[src/rtl/seq_divider.sv]
// Multi-cycle restoring divider for DIV/DIVU: one quotient bit per cycle,
// start/busy/done handshake, divide-by-zero detected without iterating.
module seq_divider #(
  parameter int unsigned WIDTH = 32
) (
  input  logic             clk,
  input  logic             rst,
  input  logic             start_i,
  input  logic             is_signed_i,
  input  logic [WIDTH-1:0] dividend_i,
  input  logic [WIDTH-1:0] divisor_i,
  output logic             busy_o,
  output logic             done_o,
  output logic             div_by_zero_o,
  output logic [WIDTH-1:0] quotient_o,
  output logic [WIDTH-1:0] remainder_o
);

  localparam int unsigned CNT_W = $clog2(WIDTH);
  localparam logic [CNT_W-1:0] CNT_LAST = CNT_W'(WIDTH - 1);

  typedef enum logic [1:0] {
    S_IDLE,
    S_BUSY,
    S_FINISH
  } state_e;

  state_e           state_q;
  logic [WIDTH-1:0] rem_q;
  logic [WIDTH-1:0] dvd_q;
  logic [WIDTH-1:0] dsr_q;
  logic [CNT_W-1:0] cnt_q;
  logic             neg_quo_q;
  logic             neg_rem_q;
  logic             busy_q;
  logic             done_q;
  logic             dbz_q;
  logic [WIDTH-1:0] quo_out_q;
  logic [WIDTH-1:0] rem_out_q;

  logic [WIDTH:0]   shifted_c;
  logic             fits_c;
  logic [WIDTH-1:0] rem_d;
  logic [WIDTH-1:0] dvd_d;
  logic [WIDTH-1:0] dvd_mag_c;
  logic [WIDTH-1:0] dsr_mag_c;
  logic [WIDTH-1:0] quo_fin_c;
  logic [WIDTH-1:0] rem_fin_c;

  // One restoring step on the (WIDTH+1)-bit working remainder, plus operand
  // magnitudes at accept time and sign correction at finish time.
  always_comb begin
    shifted_c = {rem_q, dvd_q[WIDTH-1]};
    fits_c    = shifted_c >= {1'b0, dsr_q};
    rem_d     = fits_c ? WIDTH'(shifted_c - {1'b0, dsr_q}) : WIDTH'(shifted_c);
    dvd_d     = {dvd_q[WIDTH-2:0], fits_c};
    dvd_mag_c = (is_signed_i && dividend_i[WIDTH-1]) ? -dividend_i : dividend_i;
    dsr_mag_c = (is_signed_i && divisor_i[WIDTH-1])  ? -divisor_i  : divisor_i;
    quo_fin_c = neg_quo_q ? -dvd_q : dvd_q;
    rem_fin_c = neg_rem_q ? -rem_q : rem_q;
  end

  always_ff @(posedge clk) begin
    if (rst) begin
      state_q   <= S_IDLE;
      rem_q     <= '0;
      dvd_q     <= '0;
      dsr_q     <= '0;
      cnt_q     <= '0;
      neg_quo_q <= 1'b0;
      neg_rem_q <= 1'b0;
      busy_q    <= 1'b0;
      done_q    <= 1'b0;
      dbz_q     <= 1'b0;
      quo_out_q <= '0;
      rem_out_q <= '0;
    end else begin
      done_q <= 1'b0;
      case (state_q)
        S_IDLE: begin
          if (start_i) begin
            if (divisor_i == '0) begin
              dbz_q  <= 1'b1;
              done_q <= 1'b1;
            end else begin
              dvd_q     <= dvd_mag_c;
              dsr_q     <= dsr_mag_c;
              neg_quo_q <= is_signed_i & (dividend_i[WIDTH-1] ^ divisor_i[WIDTH-1]);
              neg_rem_q <= is_signed_i & dividend_i[WIDTH-1];
              rem_q     <= '0;
              cnt_q     <= '0;
              dbz_q     <= 1'b0;
              busy_q    <= 1'b1;
              state_q   <= S_BUSY;
            end
          end
        end
        S_BUSY: begin
          rem_q <= rem_d;
          dvd_q <= dvd_d;
          cnt_q <= cnt_q + CNT_W'(1);
          if (cnt_q == CNT_LAST) begin
            state_q <= S_FINISH;
          end
        end
        S_FINISH: begin
          quo_out_q <= quo_fin_c;
          rem_out_q <= rem_fin_c;
          done_q    <= 1'b1;
          busy_q    <= 1'b0;
          state_q   <= S_IDLE;
        end
        default: begin
          state_q <= S_IDLE;
          busy_q  <= 1'b0;
        end
      endcase
    end
  end

  assign busy_o        = busy_q;
  assign done_o        = done_q;
  assign div_by_zero_o = dbz_q;
  assign quotient_o    = quo_out_q;
  assign remainder_o   = rem_out_q;

endmodule

[config.mk]
export PLATFORM = sky130hd
export DESIGN_NAME = seq_divider
export DESIGN_NICKNAME = d
export VERILOG_FILES = /design/src/rtl/seq_divider.sv
export SDC_FILE = /design/constraint.sdc
export NUM_CORES = 1
export LEC_CHECK = 0
export CORE_AREA = 2 2 148 150
export CTS_CLUSTER_DIAMETER = 40
export DETAILED_ROUTE_END_ITERATION = 10
export DIE_AREA = 0 0 150 152
export PLACE_DENSITY = 0.78
export SLEW_MARGIN = 20
export SYNTH_ARGS = -nofsm -noshare
export SYNTH_HDL_FRONTEND = slang
export SYNTH_SLANG_ARGS = --single-unit
[constraint.sdc]
create_clock -name clk -period 6.9 [get_ports clk]
set_input_delay 1.035 -clock clk [delete_from_list [all_inputs] [get_ports clk]]
set_output_delay 1.035 -clock clk [all_outputs]
set_load 0.1 [all_outputs]
======== Yosys cells after proc, flatten, opt, wreduce, memory -nomap -nowiden ========
Cells that the tools add are included.
word-level totals
  bits in registers ....................... 172
  input bits .............................. 68
  output and inout port bits .............. 67
  logic and storage cells ................. 64
operators by class
  add/subtract/negate cells ............... 6
  order comparisons ....................... 1
  equality and inequality tests ........... 6
  multiplexer cells ....................... 24
  bitwise operators ....................... 5
  reductions and logical operators ........ 10
operator list
  cell                                                             number
  32-bit 2-to-1 mux                                                9
  32-bit negation                                                  4
  32-bit one-hot mux with 2 select lines                           2
  33-bit by 32-bit greater-or-equal comparator with 1-bit output   1
  32-bit logical NOT                                               1
  32-bit subtractor                                                1
  3-bit AND reduction                                              4
  5-bit 2-to-1 mux                                                 2
  5-bit one-hot mux with 2 select lines                            1
  2-bit 2-to-1 mux                                                 3
  2-bit inequality test, second input constant                     3
  5-bit by 1-bit adder with 5-bit output, second input constant    1
  5-bit == test, second input constant                             1
  1-bit 2-to-1 mux                                                 4
  1-bit one-hot mux with 2 select lines                            2
  2-bit one-hot mux with 2 select lines                            1
  1-bit bitwise AND                                                2
  2-bit by 1-bit == test with 1-bit output, second input constant  1
  2-bit == test, second input constant                             1
  1-bit logical AND                                                2
  2-bit logical NOT                                                1
  1-bit NOT                                                        2
  2-bit AND reduction                                              1
  2-bit nonzero test                                               1
  1-bit XOR                                                        1

======== Depth between registers and ports, before layout ========
Gate-level depths: netlist of the first run.
  depth after elaboration ................. 5
  depth in mapped cells ................... 14
  gate-level depth less buffers ........... 13

======== Worst setup path after synthesis of the first run ========
Ideal clock, no wire load.
  kind .................................... input to register
  start ................................... in divisor_i[10]
  end ..................................... reg dvd_q[13]
  library setup time ...................... 0.123 ns
  arrival time ............................ 3.397 ns
  data required time ...................... 6.777 ns
  path slack .............................. 3.380 ns
  stages .................................. 11
  buffers on the path ..................... 2
  path through ............................ or4_4 or4_4 nor3_4 nand3_2 o41ai_4 nand2b_1 buf_4 nor2_2 buf_6 a222oi_1 inv_1
between the ends
  word-level cells in the longest chain between the ends .. 3
ends and longest elaborated chain
  what                                    line  text
  from (decl)                             11    input logic [WIDTH-1:0] divisor_i,
  32-bit logical NOT                      82    if (divisor_i == '0) begin
  2-bit inequality test (no source line)  --
  3-bit AND reduction (no source line)    --
  to (signal assigned)                    86    dvd_q <= dvd_mag_c;
  to (signal assigned)                    100   dvd_q <= dvd_d;
  to (decl)                               30    logic [WIDTH-1:0] dvd_q;
Every way passes these cells.
A chain may end at the register's enable or synchronous reset.

======== Worst setup path after layout of the first run ========
  start ................................... in divisor_i[10]
  end ..................................... reg dvd_q[16]
The elaborated chain is that of the path after synthesis.

==> summary.txt, run 1 <==
Critical path
  – Critical setup path kind: primary input to flip-flop
  – Crit-path max FO: 55
  – R2R cell count: 14
  – WP data required: 7.21 ns
  – Flop2flop setup slack: 3.18 ns
  – CP most frequent cell: or4_4
  – Worst path arrival time: roughly 4.6 ns
  – Critical Path Stages: 11
  – CP bufs+invs: 3
  – Crit path launch type: primary input
  – Delay of the slowest critical-path stage: 0.59 ns
  – CP delay by family, top: simple AND/OR/NAND/NOR gates
  – Crit path cell chain: clkdlybuf4s50_1 -> or4_4 -> or4_4 -> nor3_4 -> nand3_2 -> o41ai_4 -> nand2b_2 -> buf_4 -> nor2_2 -> a222oi_1 -> inv_1
  – Critical path's slowest cell: or4_4
  – Crit path capture type: flip-flop

Logic synthesis
  – Cell variety after synth: 65
  – Flops & latches, synth: 172
  – Predominant post-synthesis flop cell: dfxtp_1
  – YS warnings: 0
  – Register area share after synthesis: 32.85%
  – Syn Area/Cell: about 8.0 µm²
  – Post-Syn Nets: ~1,400
  – EDFF count, synth: 0
  – Gate Count Post-Synth: 1,311
  – Ys async rst share: 0%
  – Synthesized area: ~10,000 µm²

Clock tree
  – Later-pin clock latency in the skew report: around 0.43 ns
  – CTS root buffer: clkbuf_16
  – Clock sinks: about 170
  – CTS tree: yes
  – CTS buffer count: 17
  – Post-CTS setup buffer count: 0
  – Clock Tree Buf Depth: 2
  – CTS H-tree lvls: 4
  – Hold buffers post-CTS: 0
  – PostCTS Resize Cnt: 0
  – Clock transition at the registers of the reported paths: 0.07 ns

Placement
  – Port buffer count: 134
  – GPL Wtd Cong: ~0.98
  – Dpl ws: 2.143 ns
  – Final HPWL DP: 20,090 µm

Pwr
  – Pwr Density: 240.7 nW/µm²
  – P_leak: around 4.8 nW
  – Worst vdd ir: 0.0001860 V

Detailed routing
  – Vias: 9,662
  – First DRT Iteration DRCs: ~900
  – Post-route ant nets: 0
  – Initial DRT Pass Iterations: 6
  – Vias per std cell: 5.714
  – Drt wl/cell: around 16 µm
  – Drc violations: 0
  – Drt total wl: 26,880 µm

Job
  – Max cap viols: 0

Min path
  – Type of the worst min-delay path: flip-flop to flip-flop
  – Hold-critical path depth: 2

Cells and area
  – Synthesis-to-layout area growth: 19.58%
  – Fin nets: 1,505
  – Antenna diodes: 0
  – Share of cells above drive strength 1: 4.748%
  – FF/Latch Area: ~3400 µm²
  – Multi-input gate area: around 6500 µm²
  – Layout fillers: 1,976

Floorplanning
  – Initial Util: between 40% and 50%
  – Die ar.: 22,800 µm²
  – Die W: 150 µm
  – FP Rows: 54
  – Io pins: 135
  – Core area: 21,350 µm²
  – Die H: 152 µm

Timing
  – Max frequency: 232.0 MHz
  – Final Hold Viols: 0
  – Setup TNS: 0 ns
  – Worst-Margin Slew: 1.050 ns
  – Setup Skew: around 0.01 ns
  – Period utilization: 62.47%
  – Endpoints failing setup: 0
  – Final Critical Period: between 4 and 5 ns
  – Final setup margin: 2.589 ns
  – RSZ-0062 raised after global routing: no
  – Slew HR: 29.88%
  – Final slew viol count: 0

GRT
  – All-Layer GR Usage: 23.73%
  – First-pass GRT wire length: around 44,000 µm
  – Total congestion overflow: 0
  – Largest net degree at the start of global routing: 125
  – Vias in the first global route: 8,570
  – Initial antenna violation count: 0

Outcome
  – Status: finished, final reports clean
[synth_stat cells, drive strengths merged (21+ instances only)]
library cell	instances	area (µm²)
clkbuf	52	195.2
nand2	116	435.4
nor3	21	116.4
o31ai	30	230.2
xor2	101	884.6
a222oi	24	240.2
inv	66	247.7
o21ai	84	420.4
buf	23	116.4
dfxtp	172	3443
xnor2	45	394.1
nor2	173	654.4
a21oi	67	335.3
a211oi	90	675.7
ha	38	475.5
[layout by cell type, fill, tap and decap left out, types with 4 or more instances in the layout]
| cell type | count |
|---|---|
| a222oi_1 | 24 |
| mux2i_1 | 16 |
| nor3_1 | 19 |
| nor4_1 | 12 |
| nor2b_1 | 6 |
| inv_6 | 4 |
| inv_1 | 66 |
| or3_1 | 12 |
| or2_2 | 7 |
| a2111oi_0 | 5 |
| nor2_1 | 170 |
| nand2_1 | 116 |
| a31oi_1 | 7 |
| nand2b_1 | 9 |
| a21o_1 | 14 |
| a22oi_1 | 5 |
| o31ai_1 | 29 |
| xnor2_1 | 45 |
| o21bai_1 | 4 |
| dfxtp_1 | 172 |
| o41ai_1 | 15 |
| and3_1 | 9 |
| or4_1 | 15 |
| inv_8 | 4 |
| a21oi_1 | 67 |
| a211oi_1 | 90 |
| nand3_1 | 12 |
| clkdlybuf4s50_1 | 133 |
| clkbuf_16 | 17 |
| o211ai_1 | 4 |
| a221o_1 | 9 |
| o21ai_0 | 81 |
| xor2_1 | 101 |
| ha_1 | 38 |
| buf_4 | 9 |
| and2_1 | 8 |
[kinds of logic after synthesis]
kind of cell	count (synthesis)	share of synthesized area [%]
simple gates	420	18.56
compound gates	376	24.69
flops	172	32.85
xor+xnor	146	12.20
buf+inv	141	5.336
fa+ha+maj	39	4.727
mux	17	1.635
[metal layers]
layer	global-route usage [%]	vias to the layer above	share of wire, %
met5	0	-	0
met4	6.963	0	1.7
met3	3.333	33	7.8
met2	33.44	346	41
met1	37.09	4376	50
li1	-	4907	-
[stage by stage]
step,power (mW),hold WS [ns],utilization (%),area (µm²),cells
final,3.016,0.4667,58.70,12530,1691
after global routing,3.182,0.4901,58.70,12530,1691
after CTS,3.020,0.4684,58.68,12530,1691
after detailed placement,2.082,0.4606,55.94,11940,1659
after global placement,2.074,0.4418,55.94,11940,1659
after floorplan,1.838,0.4319,-,10480,1311
[tightest hold or removal path: stages, from the launching register on]
cell and delay, ns:
dfxtp_1 0.32, nand2_1 0.06, a21oi_1 0.05
[final cells by class]
cell class	instances	share of cell area, %
Inverter	66	1.977
Tap cell	280	2.795
Sequential cell	172	27.47
Timing Repair Buffer	143	11.25
Multi-Input combinational cell	998	51.83
Clock buffer	18	3.504
Clock inverter	14	1.168
[power by group]
| part | switching, mW | internal, mW |
|---|---|---|
| clock | 0.447 | 0.492 |
| combinational | 0.554 | 0.395 |
| sequential | 0.0827 | 1.05 |
| total | 1.08 | 1.93 |
[path summary, 6_finish.rpt]
| check | start | to |
|---|---|---|
| worst max-delay path | divisor_i[10] | dvd_q[16] |
| worst min-delay path | dsr_q[22] | dsr_q[22] |
| worst max register to register | dvd_q[31] | rem_q[30] |
| worst min register to register | dsr_q[22] | dsr_q[22] |
[flip-flops by register name (all words and copies together) (netlist names)]
register / count
cnt_q: 5
dvd_q: 32
neg_quo_q: 1
dsr_q: 32
busy_o: 1
state_q: 2
remainder_o: 32
rem_q: 32
neg_rem_q: 1
done_o: 1
quotient_o: 32
div_by_zero_o: 1
(Power assumes the default switching activity.)
==> inputs of run 2 (changes only) <==
--- a/config.mk
+++ b/config.mk
@@ -9,7 +9,7 @@
 export CTS_CLUSTER_DIAMETER = 40
 export DETAILED_ROUTE_END_ITERATION = 10
 export DIE_AREA = 0 0 150 152
-export PLACE_DENSITY = 0.78
+export PLACE_DENSITY = 0.81
 export SLEW_MARGIN = 20
 export SYNTH_ARGS = -nofsm -noshare
 export SYNTH_HDL_FRONTEND = slang
==> constraint.sdc (replaced) <==
create_clock -name clk -period 3.56 [get_ports clk]
set_input_delay 0.534 -clock clk [delete_from_list [all_inputs] [get_ports clk]]
set_output_delay 0.534 -clock clk [all_outputs]
set_load 0.1 [all_outputs]
==> summary.txt, run 2 (same netlist as run 1, synthesis figures left out) <==
Timing
  – Endpoints failing setup: 0 (unchanged)
  – Final setup margin: 0.3072 ns (-2.282 ns)
  – Setup Skew: 0.008009 ns (-0.002125 ns)
  – Slew HR: 30.71% (+0.83 points)
  – Period utilization: 91.37%
  – Final Critical Period: 3.253 ns
  – Final slew viol count: 0 (unchanged)
  – RSZ-0062 raised after global routing: no
  – Setup TNS: 0 ns (unchanged)
  – Minimum hold slack: 0.4590 ns (-0.007730 ns)
  – Final Hold Viols: 0 (unchanged)
  – Worst-Margin Slew: 1.038 ns (-0.01243 ns)
  – Max frequency: 307.4 MHz

GRT
  – Vias in the first global route: 8,729 (+1.9%)
  – All-Layer GR Usage: 23.88% (+0.15 points)
  – Met3 Resource Use GR: 3.574% (+0.24 points)
  – GRT met2 Usage: 34.55% (+1.1 points)
  – Total congestion overflow: 0 (unchanged)
  – Largest net degree at the start of global routing: 100 (-20%)
  – Initial antenna violation count: 0 (unchanged)
  – M1 GR Usage: 36.91% (-0.18 points)
  – Gr busiest metal: met1
  – First-pass GRT wire length: 44,590 µm (+0.97%)

Critical path
  – Crit path cell chain: inv_1 -> ha_1 -> inv_1 -> fa_1 -> a21oi_1 -> o21bai_1 -> a311oi_1 -> o211a_1 -> o41ai_1 -> buf_4 -> a2111oi_0 -> nor3_1 -> mux2_2 -> nand2_1
  – CP bufs+invs: 3 (unchanged)
  – CP delay by family, top: compound AO/OA/AOI/OAI gates
  – WP data required: 3.94 ns (-3.27 ns)
  – Critical path's slowest cell: a311oi_1
  – Worst path arrival time: 3.63 ns (-1.00 ns)
  – Critical Path Stages: 14 (+3)
  – R2R cell count: 14 (unchanged)
  – Crit path capture type: flip-flop
  – Crit-path max FO: 6 (-89%)
  – CP most frequent cell: inv_1
  – Crit path launch type: flip-flop
  – Delay of the slowest critical-path stage: 0.41 ns (-0.18 ns)
  – Critical setup path kind: flip-flop to flip-flop

Outcome
  – Status: finished, final reports clean

Job
  – Max cap viols: 0 (unchanged)

Floorplanning
  – Die W: 150 µm (unchanged)
  – Core area: 21,350 µm² (unchanged)
  – Io pins: 135 (unchanged)
  – Die H: 152 µm (unchanged)
  – FP Rows: 54 (unchanged)
  – Die ar.: 22,800 µm² (unchanged)
  – Initial Util: 49.09% (unchanged)

Cells and area
  – Most common cell after layout, fill and taps aside: dfxtp_1
  – Layout fillers: 1,922 (-2.7%)
  – Cell Count, Final, Fillers Out: 1,720 (+1.7%)
  – Fin nets: 1,534 (+1.9%)
  – Share of cells above drive strength 1: 6.667% (+1.9 points)
  – Antenna diodes: 0 (unchanged)
  – Most frequent cells in the layout: dfxtp_1 (172), nor2_1 (170), clkdlybuf4s50_1 (133)
  – Synthesis-to-layout area growth: 22.27%
  – Finished Cell Area: 12,820 µm² (+2.3%)
  – Util after Layout: 60.03% (+1.3 points)

Clock tree
  – Later-pin clock latency in the skew report: 0.44 ns (about the same)
  – CTS H-tree lvls: 4 (unchanged)
  – CTS buffer count: 17 (unchanged)
  – Clock transition at the registers of the reported paths: 0.07 ns (about the same)
  – CTS tree: yes
  – Clock sinks: 172 (unchanged)
  – Post-CTS setup buffer count: 0 (unchanged)
  – Clock Tree Buf Depth: 2 (unchanged)
  – CTS root buffer: clkbuf_16

Pwr
  – Seq pwr share: 36.0% (-1.4 points)
  – Pwr Density: 470.8 nW/µm² (+96%)
  – Pint: 3.912 mW (+100%)
  – Combinational share of power: 32.2% (+0.7 points)
  – Psw: 2.122 mW (+96%)
  – Clk pwr share: 31.8% (+0.7 points)
  – P_leak: 4.918 nW (+3.4%)
  – Worst vdd ir: 0.0003130 V (+68%)
  – Pwr Total: 6.034 mW (+100%)
  – Switching share of power: 35.16% (-0.77 points)

Detailed routing
  – Drt total wl: 27,130 µm (+0.90%)
  – Drc violations: 0 (unchanged)
  – Vias per std cell: 5.673 (-0.72%)
  – First DRT Iteration DRCs: 1,023 (+14%)
  – Vias: 9,757 (+0.98%)
  – Post-route ant nets: 0 (unchanged)
  – Drt wl/cell: 15.77 µm (-0.80%)
  – Initial DRT Pass Iterations: 7 (+1)

Min path
  – Hold-critical path depth: 2 (unchanged)
  – Type of the worst min-delay path: flip-flop to flip-flop

Placement
  – DP Area: 12,200 µm² (+2.1%)
  – Port buffer count: 134 (unchanged)
  – Final HPWL DP: 20,680 µm (+2.9%)
  – Dpl ws: 0.03053 ns (-2.113 ns)
  – Placed instance count: 1,688 (+1.7%)
  – GPL Wtd Cong: 0.9361 (-4.8%)
-- run 2: worst reg2reg max path, cell delays in order, from the launching register on --
cell and delay, ns:
dfxtp_1 0.32, inv_1 0.14, ha_1 0.19, inv_1 0.05, fa_1 0.39, a21oi_1 0.18, o21bai_1 0.12, a311oi_1 0.41
o211a_1 0.21, o41ai_1 0.09, buf_4 0.18, a2111oi_0 0.39, nor3_1 0.16, mux2_2 0.30, nand2_1 0.06
-- run 2: power by group through the flow --
stage	Combinational (mW)	Sequential (mW)	Clock [mW]
after floorplan	1.39	2.17	0
after global placement	1.87	2.20	0
after detailed placement	1.90	2.21	0
after CTS	1.92	2.17	1.93
after global routing	2.15	2.18	2.02
final	1.94	2.17	1.92
-- run 2: area by class of cell --
class,count,area [µm²],share of cell area (%)
Multi-Input combinational cell,998,6502,50.74
Sequential cell,172,3443,26.87
Timing Repair Buffer,172,1662,12.96
Clock buffer,18,429.2,3.349
Tap cell,280,350.3,2.734
Inverter,66,247.7,1.933
Clock inverter,14,181.4,1.416
-- run 2: repair_timing --
action / CTS / global route
gates resized for setup: 0 / 2
hold buffers: 0 / 0
setup endpoints to repair: 0 / 1
-- run 2: path summary, 6_finish.rpt --
path	start	end	slack, ns
worst min-delay path	dsr_q[22]	dsr_q[22]	0.46
worst min register to register	dsr_q[22]	dsr_q[22]	0.46
worst max register to register	dvd_q[31]	rem_q[28]	0.31
worst max-delay path	dvd_q[31]	rem_q[28]	0.31
-- run 2: metal layers --
| layer | part of all wire (%) | wire (µm) |
|---|---|---|
| met5 | 0 | 0 |
| met1 | 49 | 13380 |
| met2 | 42 | 11260 |
| met3 | 7.7 | 2087 |
| met4 | 1.5 | 395 |
